### src/rtl/lsu_mem_ctrl_pkg.sv
// Shared types and constants for the LEGv8 load/store controller.
// Read by lsu_mem_ctrl and lsu_addr_check; see lsu_mem_ctrl.sv for LSU_ALIGN_CHECK_EN.
package lsu_pkg;

    typedef enum logic [1:0] {
        IDLE = 2'd0,
        RD   = 2'd1,
        WR   = 2'd2,
        RESP = 2'd3
    } lsu_state_e;

    localparam int WORD_BITS        = 64;
    localparam int BYTE_OFFSET_BITS = 3;
    localparam int MEM_WORDS_DEF    = 32;
    localparam int MAX_LAT          = 4;
    localparam int CNT_BITS         = 2;

    // Byte address to RAM word index (drops the byte-in-word offset).
    function automatic logic [WORD_BITS-1:0] byte_to_word(input logic [WORD_BITS-1:0] addr);
        return {{BYTE_OFFSET_BITS{1'b0}}, addr[WORD_BITS-1:BYTE_OFFSET_BITS]};
    endfunction

endpackage

### src/rtl/lsu_mem_ctrl_if.sv
// Request/response and data-RAM signal bundle for the load/store controller.
// slave = controller side, master = requester plus RAM side.
interface lsu_mem_ctrl_if
    import lsu_pkg::*;
();
    logic                 req_valid;
    logic                 req_ready;
    logic                 req_write;
    logic [WORD_BITS-1:0] req_addr;
    logic [WORD_BITS-1:0] req_wdata;
    logic                 rsp_valid;
    logic [WORD_BITS-1:0] rsp_rdata;
    logic                 rsp_fault;
    logic                 busy;
    logic [WORD_BITS-1:0] mem_address;
    logic                 mem_read_en;
    logic                 mem_write_en;
    logic [WORD_BITS-1:0] mem_data_in;
    logic [WORD_BITS-1:0] mem_out;

    modport slave (
        input  req_valid, req_write, req_addr, req_wdata, mem_out,
        output req_ready, rsp_valid, rsp_rdata, rsp_fault, busy,
               mem_address, mem_read_en, mem_write_en, mem_data_in
    );

    modport master (
        output req_valid, req_write, req_addr, req_wdata, mem_out,
        input  req_ready, rsp_valid, rsp_rdata, rsp_fault, busy,
               mem_address, mem_read_en, mem_write_en, mem_data_in
    );
endinterface

### src/rtl/lsu_mem_ctrl_addr_check.sv
// Combinational address decode: word index plus range / optional alignment fault.
// Alignment fault only when LSU_ALIGN_CHECK_EN is defined.
module lsu_addr_check
    import lsu_pkg::*;
#(
    parameter int MEM_WORDS = MEM_WORDS_DEF
) (
    input  logic [WORD_BITS-1:0] i_addr,
    output logic [WORD_BITS-1:0] o_word_idx,
    output logic                 o_fault
);

    localparam logic [WORD_BITS-1:0] BYTE_LIMIT = WORD_BITS'(MEM_WORDS) << BYTE_OFFSET_BITS;

    logic w_range_fault;
    logic w_align_fault;

    // Fault decode and word index.
    always_comb begin
        w_range_fault = (i_addr >= BYTE_LIMIT);
`ifdef LSU_ALIGN_CHECK_EN
        w_align_fault = |i_addr[BYTE_OFFSET_BITS-1:0];
`else
        w_align_fault = 1'b0;
`endif
        o_fault    = w_range_fault | w_align_fault;
        o_word_idx = byte_to_word(i_addr);
    end

endmodule

### src/rtl/lsu_mem_ctrl.sv
// LDUR/STUR controller sequencing every data-RAM access; all outputs registered.
// Optional LSU_ALIGN_CHECK_EN adds a misalignment fault.
module lsu_mem_ctrl
    import lsu_pkg::*;
#(
    parameter int MEM_WORDS  = MEM_WORDS_DEF,
    parameter int RD_LATENCY = 1,
    parameter int WR_HOLD    = 1
) (
    input  logic          clk,
    input  logic          rst_n,
    lsu_mem_ctrl_if.slave bus
);

    localparam logic [CNT_BITS-1:0] RD_LAST = CNT_BITS'(RD_LATENCY - 1);
    localparam logic [CNT_BITS-1:0] WR_LAST = CNT_BITS'(WR_HOLD - 1);

    lsu_state_e           r_state, w_state;
    logic [CNT_BITS-1:0]  r_cnt, w_cnt;
    logic                 r_req_ready, w_req_ready;
    logic                 r_busy, w_busy;
    logic                 r_rsp_valid, w_rsp_valid;
    logic [WORD_BITS-1:0] r_rsp_rdata, w_rsp_rdata;
    logic                 r_rsp_fault, w_rsp_fault;
    logic [WORD_BITS-1:0] r_mem_address, w_mem_address;
    logic                 r_mem_read_en, w_mem_read_en;
    logic                 r_mem_write_en, w_mem_write_en;
    logic [WORD_BITS-1:0] r_mem_data_in, w_mem_data_in;

    logic [WORD_BITS-1:0] w_word_idx;
    logic                 w_fault;
    logic                 w_accept;

    lsu_addr_check #(.MEM_WORDS(MEM_WORDS)) u_addr_check (
        .i_addr     (bus.req_addr),
        .o_word_idx (w_word_idx),
        .o_fault    (w_fault)
    );

    assign w_accept = bus.req_valid & r_req_ready;

    // Next-state and next-output logic; enables drop unless re-asserted.
    always_comb begin
        w_state        = r_state;
        w_cnt          = r_cnt;
        w_rsp_rdata    = r_rsp_rdata;
        w_rsp_fault    = r_rsp_fault;
        w_mem_address  = r_mem_address;
        w_mem_data_in  = r_mem_data_in;
        w_mem_read_en  = 1'b0;
        w_mem_write_en = 1'b0;
        case (r_state)
            IDLE: begin
                if (w_accept) begin
                    if (w_fault) begin
                        w_state     = RESP;
                        w_rsp_fault = 1'b1;
                        w_rsp_rdata = {WORD_BITS{1'b0}};
                    end else if (bus.req_write) begin
                        w_state        = WR;
                        w_cnt          = {CNT_BITS{1'b0}};
                        w_mem_address  = w_word_idx;
                        w_mem_data_in  = bus.req_wdata;
                        w_mem_write_en = 1'b1;
                    end else begin
                        w_state       = RD;
                        w_cnt         = {CNT_BITS{1'b0}};
                        w_mem_address = w_word_idx;
                        w_mem_read_en = 1'b1;
                    end
                end else begin
                    w_state = IDLE;
                end
            end
            RD: begin
                if (r_cnt == RD_LAST) begin
                    w_state     = RESP;
                    w_rsp_rdata = bus.mem_out;
                    w_rsp_fault = 1'b0;
                end else begin
                    w_cnt         = r_cnt + {{(CNT_BITS-1){1'b0}}, 1'b1};
                    w_mem_read_en = 1'b1;
                end
            end
            WR: begin
                if (r_cnt == WR_LAST) begin
                    w_state     = RESP;
                    w_rsp_rdata = {WORD_BITS{1'b0}};
                    w_rsp_fault = 1'b0;
                end else begin
                    w_cnt          = r_cnt + {{(CNT_BITS-1){1'b0}}, 1'b1};
                    w_mem_write_en = 1'b1;
                end
            end
            RESP: begin
                w_state = IDLE;
                w_cnt   = {CNT_BITS{1'b0}};
            end
            default: begin
                w_state = IDLE;
                w_cnt   = {CNT_BITS{1'b0}};
            end
        endcase
        w_req_ready = (w_state == IDLE);
        w_busy      = (w_state != IDLE);
        w_rsp_valid = (w_state == RESP);
    end

    // State and output registers.
    always_ff @(posedge clk or negedge rst_n) begin
        if (!rst_n) begin
            r_state        <= IDLE;
            r_cnt          <= {CNT_BITS{1'b0}};
            r_req_ready    <= 1'b1;
            r_busy         <= 1'b0;
            r_rsp_valid    <= 1'b0;
            r_rsp_rdata    <= {WORD_BITS{1'b0}};
            r_rsp_fault    <= 1'b0;
            r_mem_address  <= {WORD_BITS{1'b0}};
            r_mem_read_en  <= 1'b0;
            r_mem_write_en <= 1'b0;
            r_mem_data_in  <= {WORD_BITS{1'b0}};
        end else begin
            r_state        <= w_state;
            r_cnt          <= w_cnt;
            r_req_ready    <= w_req_ready;
            r_busy         <= w_busy;
            r_rsp_valid    <= w_rsp_valid;
            r_rsp_rdata    <= w_rsp_rdata;
            r_rsp_fault    <= w_rsp_fault;
            r_mem_address  <= w_mem_address;
            r_mem_read_en  <= w_mem_read_en;
            r_mem_write_en <= w_mem_write_en;
            r_mem_data_in  <= w_mem_data_in;
        end
    end

    assign bus.req_ready    = r_req_ready;
    assign bus.busy         = r_busy;
    assign bus.rsp_valid    = r_rsp_valid;
    assign bus.rsp_rdata    = r_rsp_rdata;
    assign bus.rsp_fault    = r_rsp_fault;
    assign bus.mem_address  = r_mem_address;
    assign bus.mem_read_en  = r_mem_read_en;
    assign bus.mem_write_en = r_mem_write_en;
    assign bus.mem_data_in  = r_mem_data_in;

endmodule

### src/flat_wrapper.sv
// flat-port wrapper written by rule: the top's interface ports become plain ports
module lsu_mem_ctrl_flat import lsu_pkg::*;
#(
    parameter int MEM_WORDS  = MEM_WORDS_DEF,
    parameter int RD_LATENCY = 1,
    parameter int WR_HOLD    = 1
)
  (clk, rst_n, bus_req_valid, bus_req_write, bus_req_addr, bus_req_wdata, bus_mem_out, bus_req_ready, bus_rsp_valid, bus_rsp_rdata, bus_rsp_fault, bus_busy, bus_mem_address, bus_mem_read_en, bus_mem_write_en, bus_mem_data_in);
  lsu_mem_ctrl_if bus_i ();
  input  logic clk;
  input  logic rst_n;
  input wire logic [$bits(bus_i.req_valid)-1:0] bus_req_valid;
  input wire logic [$bits(bus_i.req_write)-1:0] bus_req_write;
  input wire logic [$bits(bus_i.req_addr)-1:0] bus_req_addr;
  input wire logic [$bits(bus_i.req_wdata)-1:0] bus_req_wdata;
  input wire logic [$bits(bus_i.mem_out)-1:0] bus_mem_out;
  output wire logic [$bits(bus_i.req_ready)-1:0] bus_req_ready;
  output wire logic [$bits(bus_i.rsp_valid)-1:0] bus_rsp_valid;
  output wire logic [$bits(bus_i.rsp_rdata)-1:0] bus_rsp_rdata;
  output wire logic [$bits(bus_i.rsp_fault)-1:0] bus_rsp_fault;
  output wire logic [$bits(bus_i.busy)-1:0] bus_busy;
  output wire logic [$bits(bus_i.mem_address)-1:0] bus_mem_address;
  output wire logic [$bits(bus_i.mem_read_en)-1:0] bus_mem_read_en;
  output wire logic [$bits(bus_i.mem_write_en)-1:0] bus_mem_write_en;
  output wire logic [$bits(bus_i.mem_data_in)-1:0] bus_mem_data_in;
  assign bus_i.req_valid = bus_req_valid;
  assign bus_i.req_write = bus_req_write;
  assign bus_i.req_addr = bus_req_addr;
  assign bus_i.req_wdata = bus_req_wdata;
  assign bus_i.mem_out = bus_mem_out;
  assign bus_req_ready = bus_i.req_ready;
  assign bus_rsp_valid = bus_i.rsp_valid;
  assign bus_rsp_rdata = bus_i.rsp_rdata;
  assign bus_rsp_fault = bus_i.rsp_fault;
  assign bus_busy = bus_i.busy;
  assign bus_mem_address = bus_i.mem_address;
  assign bus_mem_read_en = bus_i.mem_read_en;
  assign bus_mem_write_en = bus_i.mem_write_en;
  assign bus_mem_data_in = bus_i.mem_data_in;
  lsu_mem_ctrl #(.MEM_WORDS(MEM_WORDS), .RD_LATENCY(RD_LATENCY), .WR_HOLD(WR_HOLD)) u_core (.clk(clk), .rst_n(rst_n), .bus(bus_i));
endmodule
### config.mk
export PLATFORM = sky130hd
export DESIGN_NAME = lsu_mem_ctrl_flat
export DESIGN_NICKNAME = d
export VERILOG_FILES = /design/src/rtl/lsu_mem_ctrl_pkg.sv /design/src/rtl/lsu_mem_ctrl_if.sv /design/src/rtl/lsu_mem_ctrl_addr_check.sv /design/src/rtl/lsu_mem_ctrl.sv /design/src/flat_wrapper.sv
export SDC_FILE = /design/constraint.sdc
export NUM_CORES = 1
export LEC_CHECK = 0
export BUFFER_PORTS_ARGS = -buffer_cell sky130_fd_sc_hd__buf_2
export CAP_MARGIN = 5
export CORE_UTILIZATION = 25
export DETAILED_ROUTE_END_ITERATION = 8
export HOLD_SLACK_MARGIN = 0.05
export PLACE_DENSITY = 0.48
export SYNTH_ARGS = -nofsm -noshare
export SYNTH_HDL_FRONTEND = slang
export SYNTH_SLANG_ARGS = --single-unit
### constraint.sdc
create_clock -name clk -period 2.5 [get_ports clk]
set_input_delay 0.125 -clock clk [delete_from_list [all_inputs] [get_ports clk]]
set_output_delay 0.125 -clock clk [all_outputs]
set_load 0.05 [all_outputs]
After elaboration in Yosys (flattened, before gate mapping)
Cells that the tools add are included.

operators by class
  bitwise gates (word level) = 2
  muxes and demuxes = 27
  magnitude comparators = 1
  add/sub/neg operators = 1
  reduce and logical (&&, ||, !) cells = 12
  eq/ne operators = 11

operators by type and width
  kind                                                    number
  2-to-1 mux 64 bit                                       4
  case mux 64 bit (3 select lines)                        1
  >= comparator 64 x 9 -> 1 bit (second input constant)   1
  2-to-1 mux 2 bit                                        7
  case mux 2 bit (3 select lines)                         2
  2-to-1 mux 1 bit                                        10
  inequality test 2 x 1 -> 1 bit (second input constant)  4
  AND reduction 4 bit                                     2
  == test 2 bit (second input constant)                   3
  logical NOT 2 bit                                       3
  inequality test 2 bit (second input constant)           3
  case mux 1 bit (2 select lines)                         3
  AND reduction 3 bit                                     2
  AND reduction 5 bit                                     1
  nonzero test 2 bit                                      2
  nonzero test 3 bit                                      1
  adder 2 x 1 -> 2 bit (second input constant)            1
  == test 2 x 1 -> 1 bit (second input constant)          1
  OR reduction 2 bit                                      1
  bitwise AND 1 bit                                       1
  NOT 1 bit                                               1

word-level totals
  bits of input ports = 196
  register bits after elaboration = 199
  logic and storage cells = 65
  output and inout bits = 198

Logic depth before layout (Yosys ltp)
  word-level depth = 5
  depth in mapped cells = 8
  gate-level depth less buffers = 7

Modules after synthesis
From an unflattened synthesis, not the netlist that was laid out.

second synthesis, totals
  cells, all modules = 686
  area total of the unflattened synthesis = 8723.4 um^2

modules (own cells, without submodules)
  module          seq. area each (um^2)  instances  area each (um^2)  cells each
  lsu_mem_ctrl    5056.1                 1          8115.3            602
  lsu_addr_check  0.0                    1          608.1             84

Worst setup path after synthesis
Ideal clock, no wire load.

  path type = input port to flip-flop
  from = in bus_req_addr[46]
  to = reg u_core.r_mem_data_in[15], in the netlist u_core.bus.mem_data_in[15]
  setup time = 125 ps
  stages on the path = 7
  required time = 2375 ps
  arrival time = 1834 ps
  buffers on the path = 2
  path slack = 540 ps
  cell sequence = nor4_1 > nand4_1 > nor4_4 > and3_4 > buf_12 > buf_12 > mux2_4

on the way
  cells in the longest elaborated chain, start to end = 3

RTL lines
  what                                  line                           text
  from (decl)                           flat_wrapper.sv:14             input wire logic [$bits(bus_i.req_addr)-1:0] bus_req_addr;
  >= comparator 64 x 9 -> 1 bit         lsu_mem_ctrl_addr_check.sv:20  w_range_fault = (i_addr >= BYTE_LIMIT);
  NOT 1 bit (no source line)            n/a
  AND reduction 4 bit (no source line)  n/a
  to (signal assigned)                  lsu_mem_ctrl.sv:122            r_mem_data_in <= {WORD_BITS{1'b0}};
  to (signal assigned)                  lsu_mem_ctrl.sv:134            r_mem_data_in <= w_mem_data_in;
  to (decl)                             lsu_mem_ctrl.sv:28             logic [WORD_BITS-1:0] r_mem_data_in, w_mem_data_in;

No other way between the ends.
A chain may end at the register's enable or synchronous reset.

Final worst setup path
  from = reg u_core.r_state[0]
  to = reg u_core.r_mem_data_in[4], in the netlist u_core.bus.mem_data_in[4]

on the way
  cells in the longest elaborated chain, start to end = 2

RTL lines
  what                                  line                 text
  from (decl)                           lsu_mem_ctrl.sv:18   lsu_state_e r_state, w_state;
  from (signal assigned)                lsu_mem_ctrl.sv:124  r_state <= w_state;
  logical NOT 2 bit                     lsu_mem_ctrl.sv:52   case (r_state)
  AND reduction 4 bit (no source line)  n/a

No other way between the ends.

==> impl_metrics.env <==
export IMPL_fmax_mhz=460
export IMPL_hold_class="in -> reg"
export IMPL_crit_reg2reg_launch="u_core.r_state[0]"
export IMPL_dpl_cell_area_um2=10500
export IMPL_grt_pass1_wl_um=35700
export IMPL_drt_iter0_drc=166
export IMPL_grt_max_degree=67
export IMPL_syn2layout_area_growth_pct=53.7
export IMPL_crit_start="u_core.r_state[0]"
export IMPL_p_total_uw=11600
export IMPL_antenna_left=0
export IMPL_overflow=0
export IMPL_synth_area_leaders="dfrtp_1 (61%), mux2_4 (9.1%), mux2i_1 (8.0%), and2_1 (4.3%), inv_1 (3.3%)"
export IMPL_setup_tns_ns=0
export IMPL_setup_slack_ns=0.324
export IMPL_drc=0
export IMPL_min_from="bus_req_valid"
export IMPL_dp_final_hpwl_um=15300
export IMPL_p_leak_uw=0.00690
export IMPL_drive_gt1_share_pct=44.3
export IMPL_grt_pass1_vias=6631
export IMPL_numCtsBuffers=17
export IMPL_clock_sinks=199
export IMPL_wl_per_cell_um=14.6
export IMPL_crit_arrival_ns=2.51
export IMPL_initial_core_util_pct=25.5
export IMPL_cts_tree="built"
export IMPL_finish_net_count=1339
export IMPL_worstMarginPinSlew_ns=0.760
export IMPL_vdd_ir_drop_max_mv=0.607
export IMPL_maxSlewHeadroom_pct=49.3
export IMPL_drt_total_wl_um=22700
export IMPL_setup_viol=0
export IMPL_drv_slew=0
export IMPL_via_per_inst=4.02
export IMPL_critPathLaunchType="flip-flop"
export IMPL_insertion_delay_ns=0.44
export IMPL_synth_distinct_cells=33
export IMPL_syn_inst=610
export IMPL_async_flop_share_pct=100
export IMPL_avgSynthCellArea_um2=13.3
export IMPL_synth_area_um2=8090
export IMPL_yosysWarnings=0
export IMPL_synth_top_area_share_pct=61.3
export IMPL_n_antenna_cell=0
export IMPL_critPathCaptureType="flip-flop"
export IMPL_ys_seq_elements=199
export IMPL_synth_edff_count=0
export IMPL_synth_area_leader_cell="dfrtp_1"
export IMPL_fin_area_um2=12400
export IMPL_antenna_found_initial=0
export IMPL_yosysMostFrequentCell="dfrtp_1"
export IMPL_die_w_um=182
export IMPL_skew_ns=0.00620
export IMPL_worstSetupPathType="reg -> reg"
export IMPL_post_place_ws_ns=0.241
export IMPL_vias=6239
export IMPL_die_height_um=182
export IMPL_fin_crit_sh_pct=87.0
export IMPL_clockRootBuffer="clkbuf_16"
export IMPL_core_area_um2=31700
export IMPL_cts_htree_levels=4
export IMPL_worstPathMaxFanout=28
export IMPL_clk_pin_slew_ns=0.07
export IMPL_ys_top_cells_by_count="dfrtp_1 (198), inv_1 (71), nand2_1 (69)"
export IMPL_post_cts_resized=0
export IMPL_finalHoldViolations=0
export IMPL_synth_ff_type="dfrtp_1"
export IMPL_die_area_um2=33100
export IMPL_power_density_nw_per_um2=930
export IMPL_min_period_ns=2.18
export IMPL_maxCapViolations=0
export IMPL_rows=65
export IMPL_clockBufferDepth=2
export IMPL_ys_seq_area_share_pct=61.6
export IMPL_grtUsageTotal_pct=13.9
export IMPL_finalWeightedCongestion=0.798
export IMPL_port_buffers=387
export IMPL_io_pins=394
export IMPL_drt_pass1_iter_count=4
export IMPL_status="finished, final reports clean"
export IMPL_crit_required_ns=2.83
export IMPL_rsz0062_at_grt="false"
## power by group
part / switching, µW / leakage [µW] / internal, µW
Sequential: 286 / 0.00274 / 3760
Combinational: 3380 / 0.00387 / 1390
Clock: 1330 / 0.000284 / 1400
Total: 5000 / 0.00690 / 6560
## cell usage in the layout (no fill, tap or decap), types with 2 or more instances in the layout
| master | netlist | layout |
|---|---|---|
| a21o_1 | 2 | 2 |
| clkbuf_16 | 0 | 17 |
| and2_1 | 56 | 56 |
| mux2i_1 | 65 | 65 |
| inv_8 | 0 | 3 |
| dfrtp_1 | 198 | 198 |
| buf_2 | 1 | 386 |
| clkinv_2 | 0 | 3 |
| o21ai_0 | 6 | 6 |
| mux2_4 | 49 | 49 |
| nand3_1 | 2 | 2 |
| and3_1 | 2 | 2 |
| clkinv_4 | 0 | 3 |
| nand4_1 | 4 | 4 |
| inv_6 | 0 | 4 |
| nand2_1 | 69 | 69 |
| buf_4 | 10 | 8 |
| nor2_1 | 3 | 3 |
| inv_1 | 71 | 71 |
| mux2_2 | 20 | 20 |
| ha_1 | 5 | 4 |
| dlygate4sd3_1 | 0 | 135 |
| buf_12 | 6 | 7 |
| conb_1 | 1 | 3 |
| nor4_1 | 14 | 14 |
## registers in the layout (all words and copies together), names as in the netlist, 2 cells and up
signal	flops
u_core.r_state	2
u_core.bus.mem_data_in	64
u_core.r_cnt	2
u_core.bus.mem_address	61
u_core.bus.rsp_rdata	64
## timing repair
| action | in CTS | in global routing |
|---|---|---|
| hold endpoints to repair | 195 | 0 |
| buffers inserted | 0 | 0 |
| hold buffers | 135 | 0 |
## area by class of cell
cell class	count	area (µm²)
Timing Repair Buffer	537	3500
Multi-Input combinational cell	312	2610
Sequential cell	199	4980
Clock buffer	17	425
Tap cell	402	503
Clock inverter	14	140
Inverter	71	267
Fill cell	3102	19300
## through the flow
step / utilization, % / instances / hold WS, ns
6_report: 39.2 / 1552 / 0.104
5_1_grt: 39.2 / 1552 / 0.106
4_1_cts: 39.2 / 1552 / 0.0520
3_5_place_dp: 33.1 / 1386 / 0.187
3_3_place_gp: 33.1 / 1386 / 0.176
2_1_floorplan: - / 612 / -0.171
## metal layers
| layer | global-route usage, % | vias to the layer above | routed length [µm] |
|---|---|---|---|
| met4 | 4.07 | 0 | 285 |
| met2 | 23.7 | 249 | 11000 |
| li1 | - | 3012 | - |
| met5 | 0 | - | 0 |
| met1 | 16.2 | 2964 | 9510 |
| met3 | 5.35 | 14 | 1850 |
## cells by family (layout without fill, tap and decap cells)
| family | Yosys count | after routing | synth area share [%] |
|---|---|---|---|
| simple gates | 155 | 155 | 10.0 |
| flops | 199 | 199 | 61.6 |
| fa+ha+maj | 5 | 5 | 0.774 |
| compound gates | 15 | 15 | 1.25 |
| buf+inv | 101 | 639 | 6.37 |
| mux | 134 | 134 | 19.9 |
| other cells | 1 | 3 | 0.0464 |
## path summary, 6_finish.rpt
| kind | endpoint | slack, ns | cells past startpoint |
|---|---|---|---|
| worst min-delay path | u_core.r_state[1] | 0.10 | 3 |
| max in group asynchronous | u_core.bus.mem_data_in[25] | 1.55 | 3 |
| worst max-delay path | u_core.bus.mem_data_in[4] | 0.32 | 6 |
| min in group asynchronous | u_core.bus.mem_address[22] | 0.24 | 2 |
| worst max register to register | u_core.bus.mem_data_in[4] | 0.32 | 6 |
| worst min register to register | u_core.bus.mem_address[36] | 0.48 | 1 |
## worst max-delay path, stage by stage, from the launching register on
cell and delay (ns):
dfrtp_1 0.42, inv_1 0.09, ha_1 0.30, and3_1 0.26, and3_4 0.35, buf_12 0.26
mux2_2 0.36
Power figures use the tool's default switching activity.
